==> src/rtl/line_mem_scheduler.sv <==
// line_mem_scheduler: shares one 256-bit burst memory port between the I-cache
// and the D-cache. Round-robin arbitration, a one-entry posted writeback buffer
// with read forwarding, and drains taken when the memory port would otherwise idle.
module line_mem_scheduler #(
    parameter int unsigned ADDR_W   = 32,
    parameter int unsigned LINE_W   = 256,
    parameter int unsigned MAX_WAIT = 4
) (
    input  logic              clk,
    input  logic              rst,

    input  logic [ADDR_W-1:0] imem_address,
    input  logic              imem_read,
    output logic [LINE_W-1:0] imem_rdata,
    output logic              imem_resp,

    input  logic [ADDR_W-1:0] dmem_address,
    input  logic              dmem_read,
    input  logic              dmem_write,
    input  logic [LINE_W-1:0] dmem_wdata,
    output logic [LINE_W-1:0] dmem_rdata,
    output logic              dmem_resp,

    output logic [ADDR_W-1:0] bmem_address,
    output logic              bmem_read,
    output logic              bmem_write,
    output logic [LINE_W-1:0] bmem_wdata,
    input  logic [LINE_W-1:0] bmem_rdata,
    input  logic              bmem_resp
);

    localparam int unsigned OFF = $clog2(LINE_W / 8);

    typedef enum logic [2:0] {IDLE, IRD, DRD, FWD, DACK, DRAIN} state_t;
    typedef enum logic {SRC_I, SRC_D} src_t;

    state_t            state;
    src_t              last_grant;
    src_t              req_src;
    logic [ADDR_W-1:0] req_addr;
    logic              wb_valid;
    logic [ADDR_W-1:0] wb_addr;
    logic [LINE_W-1:0] wb_data;
    logic [3:0]        wait_cnt;

    logic              i_req;
    logic              d_req;
    logic              any_req;
    logic              i_hit;
    logic              d_hit;
    logic              drain_now;
    logic              grant_d;
    logic [ADDR_W-1:0] grant_addr;
    logic              grant_hit;

    // IDLE decision terms: buffer line matches, drain trigger and round-robin winner
    always_comb begin
        i_req      = imem_read;
        d_req      = dmem_read | dmem_write;
        any_req    = i_req | d_req;
        i_hit      = wb_valid && (imem_address[ADDR_W-1:OFF] == wb_addr[ADDR_W-1:OFF]);
        d_hit      = wb_valid && (dmem_address[ADDR_W-1:OFF] == wb_addr[ADDR_W-1:OFF]);
        drain_now  = wb_valid && (!any_req || (dmem_write && !d_hit) ||
                                  (wait_cnt == 4'(MAX_WAIT)));
        grant_d    = (i_req && d_req) ? (last_grant == SRC_I) : d_req;
        grant_addr = grant_d ? dmem_address : imem_address;
        grant_hit  = grant_d ? d_hit : i_hit;
    end

    // Scheduler FSM with write-buffer, arbitration and wait-counter state
    always_ff @(posedge clk) begin
        if (rst) begin
            state      <= IDLE;
            last_grant <= SRC_D;
            req_src    <= SRC_I;
            req_addr   <= '0;
            wb_valid   <= 1'b0;
            wb_addr    <= '0;
            wb_data    <= '0;
            wait_cnt   <= '0;
        end else begin
            case (state)
                IDLE: begin
                    if (drain_now) begin
                        state <= DRAIN;
                    end else if (any_req) begin
                        last_grant <= grant_d ? SRC_D : SRC_I;
                        req_src    <= grant_d ? SRC_D : SRC_I;
                        req_addr   <= grant_addr;
                        if (wb_valid && (wait_cnt != 4'hF))
                            wait_cnt <= wait_cnt + 4'd1;
                        // A granted write only reaches here with the buffer empty
                        // or holding the same line, so loading always overwrites safely.
                        if (grant_d && dmem_write) begin
                            wb_valid <= 1'b1;
                            wb_addr  <= dmem_address;
                            wb_data  <= dmem_wdata;
                            state    <= DACK;
                        end else if (grant_hit) begin
                            state <= FWD;
                        end else begin
                            state <= grant_d ? DRD : IRD;
                        end
                    end
                end
                IRD, DRD: begin
                    if (bmem_resp)
                        state <= IDLE;
                end
                FWD, DACK: begin
                    state <= IDLE;
                end
                DRAIN: begin
                    if (bmem_resp) begin
                        wb_valid <= 1'b0;
                        wait_cnt <= '0;
                        state    <= IDLE;
                    end
                end
                default: begin
                    state <= IDLE;
                end
            endcase
        end
    end

    // Port outputs decoded from the registered state; read responses pass bmem through
    always_comb begin
        imem_resp    = 1'b0;
        imem_rdata   = '0;
        dmem_resp    = 1'b0;
        dmem_rdata   = '0;
        bmem_read    = 1'b0;
        bmem_write   = 1'b0;
        bmem_address = '0;
        bmem_wdata   = '0;
        case (state)
            IRD: begin
                bmem_read    = 1'b1;
                bmem_address = req_addr;
                if (bmem_resp) begin
                    imem_resp  = 1'b1;
                    imem_rdata = bmem_rdata;
                end
            end
            DRD: begin
                bmem_read    = 1'b1;
                bmem_address = req_addr;
                if (bmem_resp) begin
                    dmem_resp  = 1'b1;
                    dmem_rdata = bmem_rdata;
                end
            end
            FWD: begin
                if (req_src == SRC_I) begin
                    imem_resp  = 1'b1;
                    imem_rdata = wb_data;
                end else begin
                    dmem_resp  = 1'b1;
                    dmem_rdata = wb_data;
                end
            end
            DACK: begin
                dmem_resp = 1'b1;
            end
            DRAIN: begin
                bmem_write   = 1'b1;
                bmem_address = wb_addr;
                bmem_wdata   = wb_data;
            end
            default: begin
            end
        endcase
    end

endmodule

==> config.mk <==
export PLATFORM = sky130hd
export DESIGN_NAME = line_mem_scheduler
export DESIGN_NICKNAME = d
export VERILOG_FILES = /design/src/rtl/line_mem_scheduler.sv
export SDC_FILE = /design/constraint.sdc
export NUM_CORES = 1
export LEC_CHECK = 0
export ABC_AREA = 1
export CAP_MARGIN = 15
export CORE_AREA = 2 2 544 546
export DETAILED_ROUTE_END_ITERATION = 6
export DIE_AREA = 0 0 546 548
export PLACE_DENSITY = 0.37
export SYNTH_ARGS = -nofsm -noshare
export SYNTH_HDL_FRONTEND = slang
export SYNTH_SLANG_ARGS = --single-unit
==> constraint.sdc <==
create_clock -name clk -period 4.08 [get_ports clk]
set_input_delay 0.612 -clock clk [delete_from_list [all_inputs] [get_ports clk]]
set_output_delay 0.612 -clock clk [all_outputs]
set_load 0.05 [all_outputs]
After elaboration in Yosys (flattened, before gate mapping)
Index checks and enable logic that the tools add are counted.

Flip-flop bits (word level): 330. Input port bits: 582. Output and inout bits: 804. Logic and storage cells: 84.

Add/sub/neg operators: 1. Equality and inequality tests: 16. Multiplexer cells: 35. Bitwise logic cells: 4. Reductions and logical operators: 20.

Operators by type and width (count): two-way mux 256 bit (4); one-hot mux 256 bit (2 select lines) (2); one-hot mux 32 bit (2 select lines) (1); equality test 27 bit (2); two-way mux 32 bit (1); two-way mux 4 bit (4); two-way mux 1 bit (12); two-way mux 3 bit (4); != test 2 bit (second input constant) (5); AND reduction 5 bit (2); one-hot mux 4 bit (2 select lines) (1); logical AND 1 bit (7); equality test 3 x 2 -> 1 bit (second input constant) (2); equality test 3 bit (second input constant) (2); one-hot mux 3 bit (2 select lines) (1); adder 4 x 1 -> 4 bit (second input constant) (1); equality test 4 x 3 -> 1 bit (second input constant) (1); two-way mux 2 bit (2); != test 4 bit (second input constant) (1); one-hot mux 1 bit (2 select lines) (2); AND reduction 4 bit (1); equality test 3 x 1 -> 1 bit (second input constant) (1); logical NOT 3 bit (1); != test 3 bit (second input constant) (1); 11 further kinds (15).

Depth between registers and ports, before layout
Word-level depth: 9. Gate-level depth with buffers: 19.

Worst setup path before layout
Ideal clock, no wire load.

Path kind: input -> output. From: input port bmem_resp. To: output port dmem_rdata[230]. Data arrival time: 2.318 ns. Required time: 3.468 ns. Slack: 1.150 ns. Stages: 4. Buffers on the path: 2. Path through: clkbuf_1 inv_1 clkbuf_1 o32ai_1.

Longest elaborated chain between the ends: 2.

Ends and longest elaborated chain: start: declaration (RTL line 29) `input logic bmem_resp`; two-way mux 256 bit (RTL line 149) `if (bmem_resp) begin`; one-hot mux 256 bit (2 select lines) (RTL line 137) `case (state)`; end: declaration (RTL line 21) `output logic [LINE_W-1:0] dmem_rdata,`.

No other way between the ends.

Final worst setup path
From: register state[1]. To: output port dmem_rdata[127].

Longest elaborated chain between the ends: 2.

Ends and longest elaborated chain: start: declaration (RTL line 37) `state_t state;`; start signal: assignment (RTL line 102) `state <= grant_d ? DRD : IRD;`; equality test 3 x 2 -> 1 bit (RTL line 137); one-hot mux 256 bit (2 select lines) * (RTL line 137).

Every way passes the cells marked *; elsewhere a longest branch is shown, timed or not.

==> results.md <==
Die:
- The initial core utilization is 7.179%.
- The number of placement rows is 199.
- The die height is 548 um.
- The floorplan core area is 0.2931 mm2.
- The floorplan step defined a die boundary enclosing 0.2992 mm2.
- The I/O pin count is 1386.
- The die is 546 um wide.

Synth:
- The Yosys step of the flow raised 0 warnings.
- The share of the Yosys chip area taken by registers is 31.40%.
- The number of enable-type register cells in the synthesized netlist is 0.
- Synthesis instantiated 30 different standard cells from the library.
- The synthesized netlist net count is 4236.
- Counting flops with an async set or reset pin after synthesis yields a share of 0%.
- The cell area that synthesis handed to floorplanning was 0.02104 mm2.
- The number of synthesized register bits is 330.
- The cell count after synthesis came out at 3652.
- The average size of a mapped cell is 5.761 um2.
- In the synthesized netlist the dominant register cell turns out to be dfxtp_1.

Timing:
- The worst setup skew after layout is 0.04193 ns.
- Dividing the final minimum period by the clock period gives 108.6%.
- The number of pins exceeding their max-slew limit in the final report is 0.
- The final setup slack of the worst path is -0.3529 ns.
- Derived from the worst setup path, the maximum achievable clock frequency is 0.2256 GHz.
- Setup repair after global routing could not meet its margin everywhere.
- For the pin with the worst max-slew slack, the measured transition is 1.087 ns.
- Subtracting the final worst setup slack from the clock period gives 4.433 ns.
- The worst-case headroom to the max-slew limit is 27.54%.
- The count of endpoints failing hold in the final timing report is 0.
- The total setup violations reported at the end of the flow is 47.

Worst hold path:
- The type of the tightest min-delay check is primary input to flip-flop.
- The worst hold path was traced through 3 stages.
- The startpoint identified for the worst hold timing path is dmem_wdata[219].
- The worst hold endpoint is wb_data[219].

Layout:
- The post-layout instance area is 0.04328 mm2.
- At the end of the flow, the number of nets in the layout was 5495.
- Once layout is complete, the cells apart from fillers number 8902.
- The sequential standard cell area is 0.006606 mm2.
- The most frequent standard cell in the layout excluding fill and tap cells is nand2_1.
- The layout has 33.94k filler cells.
- Relative to the synthesized area, the layout overhead comes to 105.7%.
- The area of combinational cells with multiple inputs is 0.01179 mm2.
- The fraction of final layout cells with drive strength greater than 1 is 15.38%.
- Leaving out fill and tap cells, the most frequent cells in the layout are nand2_1, nor2_1, clkdlybuf4s50_1, o22ai_1, inv_1.

Clock network:
- Clock tree synthesis selected as its root buffer the cell clkbuf_16.
- TritonCTS built the clock tree.
- The clock-pin slew on the worst setup and hold paths is 0.06 ns.
- The cts-stage hold buffer count is 0.
- The clock net in this run drives a total of 330 sinks.
- The total clock buffers created by CTS is 55.
- The clock latency reported for the late side of the worst-skew pair is 0.74 ns.
- CTS built an H-tree with a depth of 2.
- The clock passes through at most 3 buffers.

Routing:
- The routed via count divided by cell count is 3.505.
- The total via count after detailed routing is 31.20k.
- The number of nets still failing antenna checks after routing is 0.
- After the first detailed-routing iteration, the DRC count stood at 2843.
- The detailed-route wire length is 255300 um.
- In the final routed layout, each cell accounts on average for 28.68 um.
- For this run, design rule violations remaining after detail routing come to 0.
- The first detailed-routing pass took 6 iterations.

Placed design:
- The number of placed instances with taps included is 8773.
- Prior to clock tree synthesis, the placed netlist has a worst setup slack of 0.3087 ns.
- The placed instances occupy a cell area of 0.04107 mm2.
- The port buffer count is 1385.
- The congestion estimate from routability-driven global placement came to 1.008.
- After legalization and detailed placement, the total HPWL measured 214500 um.

Worst setup path:
- For this run, the slowest stage of the critical path takes 0.66 ns.
- The maximum fanout along the worst path is 92.
- The data arrival at the endpoint of the critical path is 3.82 ns.
- The signal on the critical path passes through inv_1 -> nor3_1 -> buf_4 -> nand2_4 -> buf_12 -> buf_6 -> o22ai_1 -> buf_12.
- The most numerous cell on the critical path is buf_12.
- The endpoint kind of the worst setup timing path is an output port.
- The worst register-to-register path has a depth of 17.
- The worst-case register-to-register setup slack is 1.28 ns.
- Broken down by cell family, the worst path's largest delay share belongs to buffers and inverters.
- The data required time at the worst endpoint is 3.47 ns.
- The critical path contains buffers and inverters numbering 5 combined.
- The launch instance of the worst register-to-register path is wb_addr[11].
- The worst setup path is launched from a flip-flop.
- The worst reg2reg path endpoint is wb_data[77].
- The slowest stage of the critical path is the o22ai_1 cell.
- The worst setup path is of the flip-flop to output port kind.

Outcome:
- The flow ran to the end, but the final reports show violations.
- The checks that failed: negative setup slack.

Power and ir drop:
- The power density relative to cell area is 395.7 mW/mm2.
- Across the VDD grid, the largest voltage drop is 305.7 uV.
- The static power due to leakage is 18.53 nW.

GRT:
- Across every metal layer, demand over resource in global routing totals 16.31%.
- The first global-routing pass estimated 323300 um of wire.
- Global routing finished with a remaining overflow of 0.
- The via count of the first global-routing pass is 30.54k.
- The number of antenna violations at the first check in global routing is 110.
- Entering global routing, the biggest net connects 118 pins.

Job:
- Max-cap violations in this run came to 0.
==> layout make-up <==
type,count,area share [%]
Clock buffer,79,3.784
Clock inverter,22,0.6707
Sequential cell,330,15.26
Tap cell,3919,11.33
Timing Repair Buffer,1494,37.99
Antenna cell,28,0.1619
Inverter,409,3.565
Multi-Input combinational cell,2621,27.23
==> worst max-delay path by stage <==
stage | startpoint | to | slack (ns) | depth (start not counted)
floorplan | bmem_resp | dmem_rdata[230] | 1.15 | 4
global placement | bmem_resp | dmem_rdata[230] | 0.16 | 4
detailed placement | state[1] | dmem_rdata[60] | 0.31 | 8
CTS | state[1] | dmem_rdata[218] | 0.005 | 7
global route | state[1] | dmem_rdata[127] | 0.008 | 8
finish | state[1] | dmem_rdata[127] | -0.35 | 8
==> state kept, by name (all words and copies together) (netlist names) <==
name	flops
last_grant	1
req_addr	32
req_src	1
state	3
wait_cnt	4
wb_addr	32
wb_data	256
wb_valid	1
==> metrics by stage <==
stage               setup TNS [ns]  hold slack (ns)  power (W)  utilization (%)
finish                      -6.832           0.4523    0.01712            14.77
global route                     0           0.4015    0.01805            14.76
CTS                              0           0.3525    0.01745            14.70
detailed placement               0           0.4495    0.01199            14.01
global placement                 0           0.4421    0.01199            14.01
floorplan                        0           0.4287   0.008214                -
==> timing repair <==
action,4_1_cts,5_1_grt
resized for setup,63,40
hold endpoints to repair,0,0
setup endpoints to repair,152,54
gates cloned,0,0
setup buffers,0,0
==> cells in the mapped netlist, types with 2 or more instances <==
cell type  count  share of area (%)
buf_1         13               0.23
xnor2_1        8               0.33
inv_2          7               0.12
xor2_1        14               0.58
inv_1        399                7.1
nand2_1     1036                 18
o22ai_1      515                 15
nand3_1       21               0.50
clkinv_1       3              0.054
nand4_1        6               0.18
ha_1           2               0.12
dfxtp_1      330                 31
buf_6         30                1.6
a21oi_1        6               0.14
o32ai_1       29                1.2
o21ai_0       22               0.52
o211ai_1       2              0.071
clkbuf_1     213                3.8
buf_2         36               0.86
nor2_1       939                 17
nor3_1         8               0.19
or2_2          5               0.15
==> worst register-to-register path: stages (launching register included) <==
cell and delay [ns]:
dfxtp_1 0.33, inv_1 0.13, nand2_1 0.07, nand2_1 0.06, nand2_1 0.05, nor2_1 0.27, nand2_1 0.08, nor2_1 0.16
nand2_1 0.07, nand2_1 0.07, nand2_1 0.10, nand2_2 0.15, nand3_4 0.12, buf_12 0.21, buf_4 0.37, nand2_1 0.11
nand2_1 0.05, nor2_1 0.27
==> metal layers <==
layer | share of wire, % | track usage (%) | vias up
li1 | - | - | 14150
met1 | 39 | 18.69 | 14888
met2 | 45 | 26.41 | 1704
met3 | 11 | 7.034 | 368
met4 | 4.8 | 6.769 | 88
met5 | 0.23 | 0 | -
==> where the power goes <==
part | internal, W | total (W) | switching [W]
sequential | 0.00385 | 0.00405 | 0.000202
clock | 0.00310 | 0.00523 | 0.00213
combinational | 0.00235 | 0.00785 | 0.00550
total | 0.00930 | 0.0171 | 0.00782
==> kinds of logic after synthesis <==
kind of cell    after synthesis  share of synthesized area, %
fa+ha+maj                     2                        0.1189
simple gates               2019                         36.39
compound gates              578                         17.39
buf+inv                     701                         13.79
xor+xnor                     22                        0.9158
flops                       330                         31.40
(Power assumes the default switching activity.)
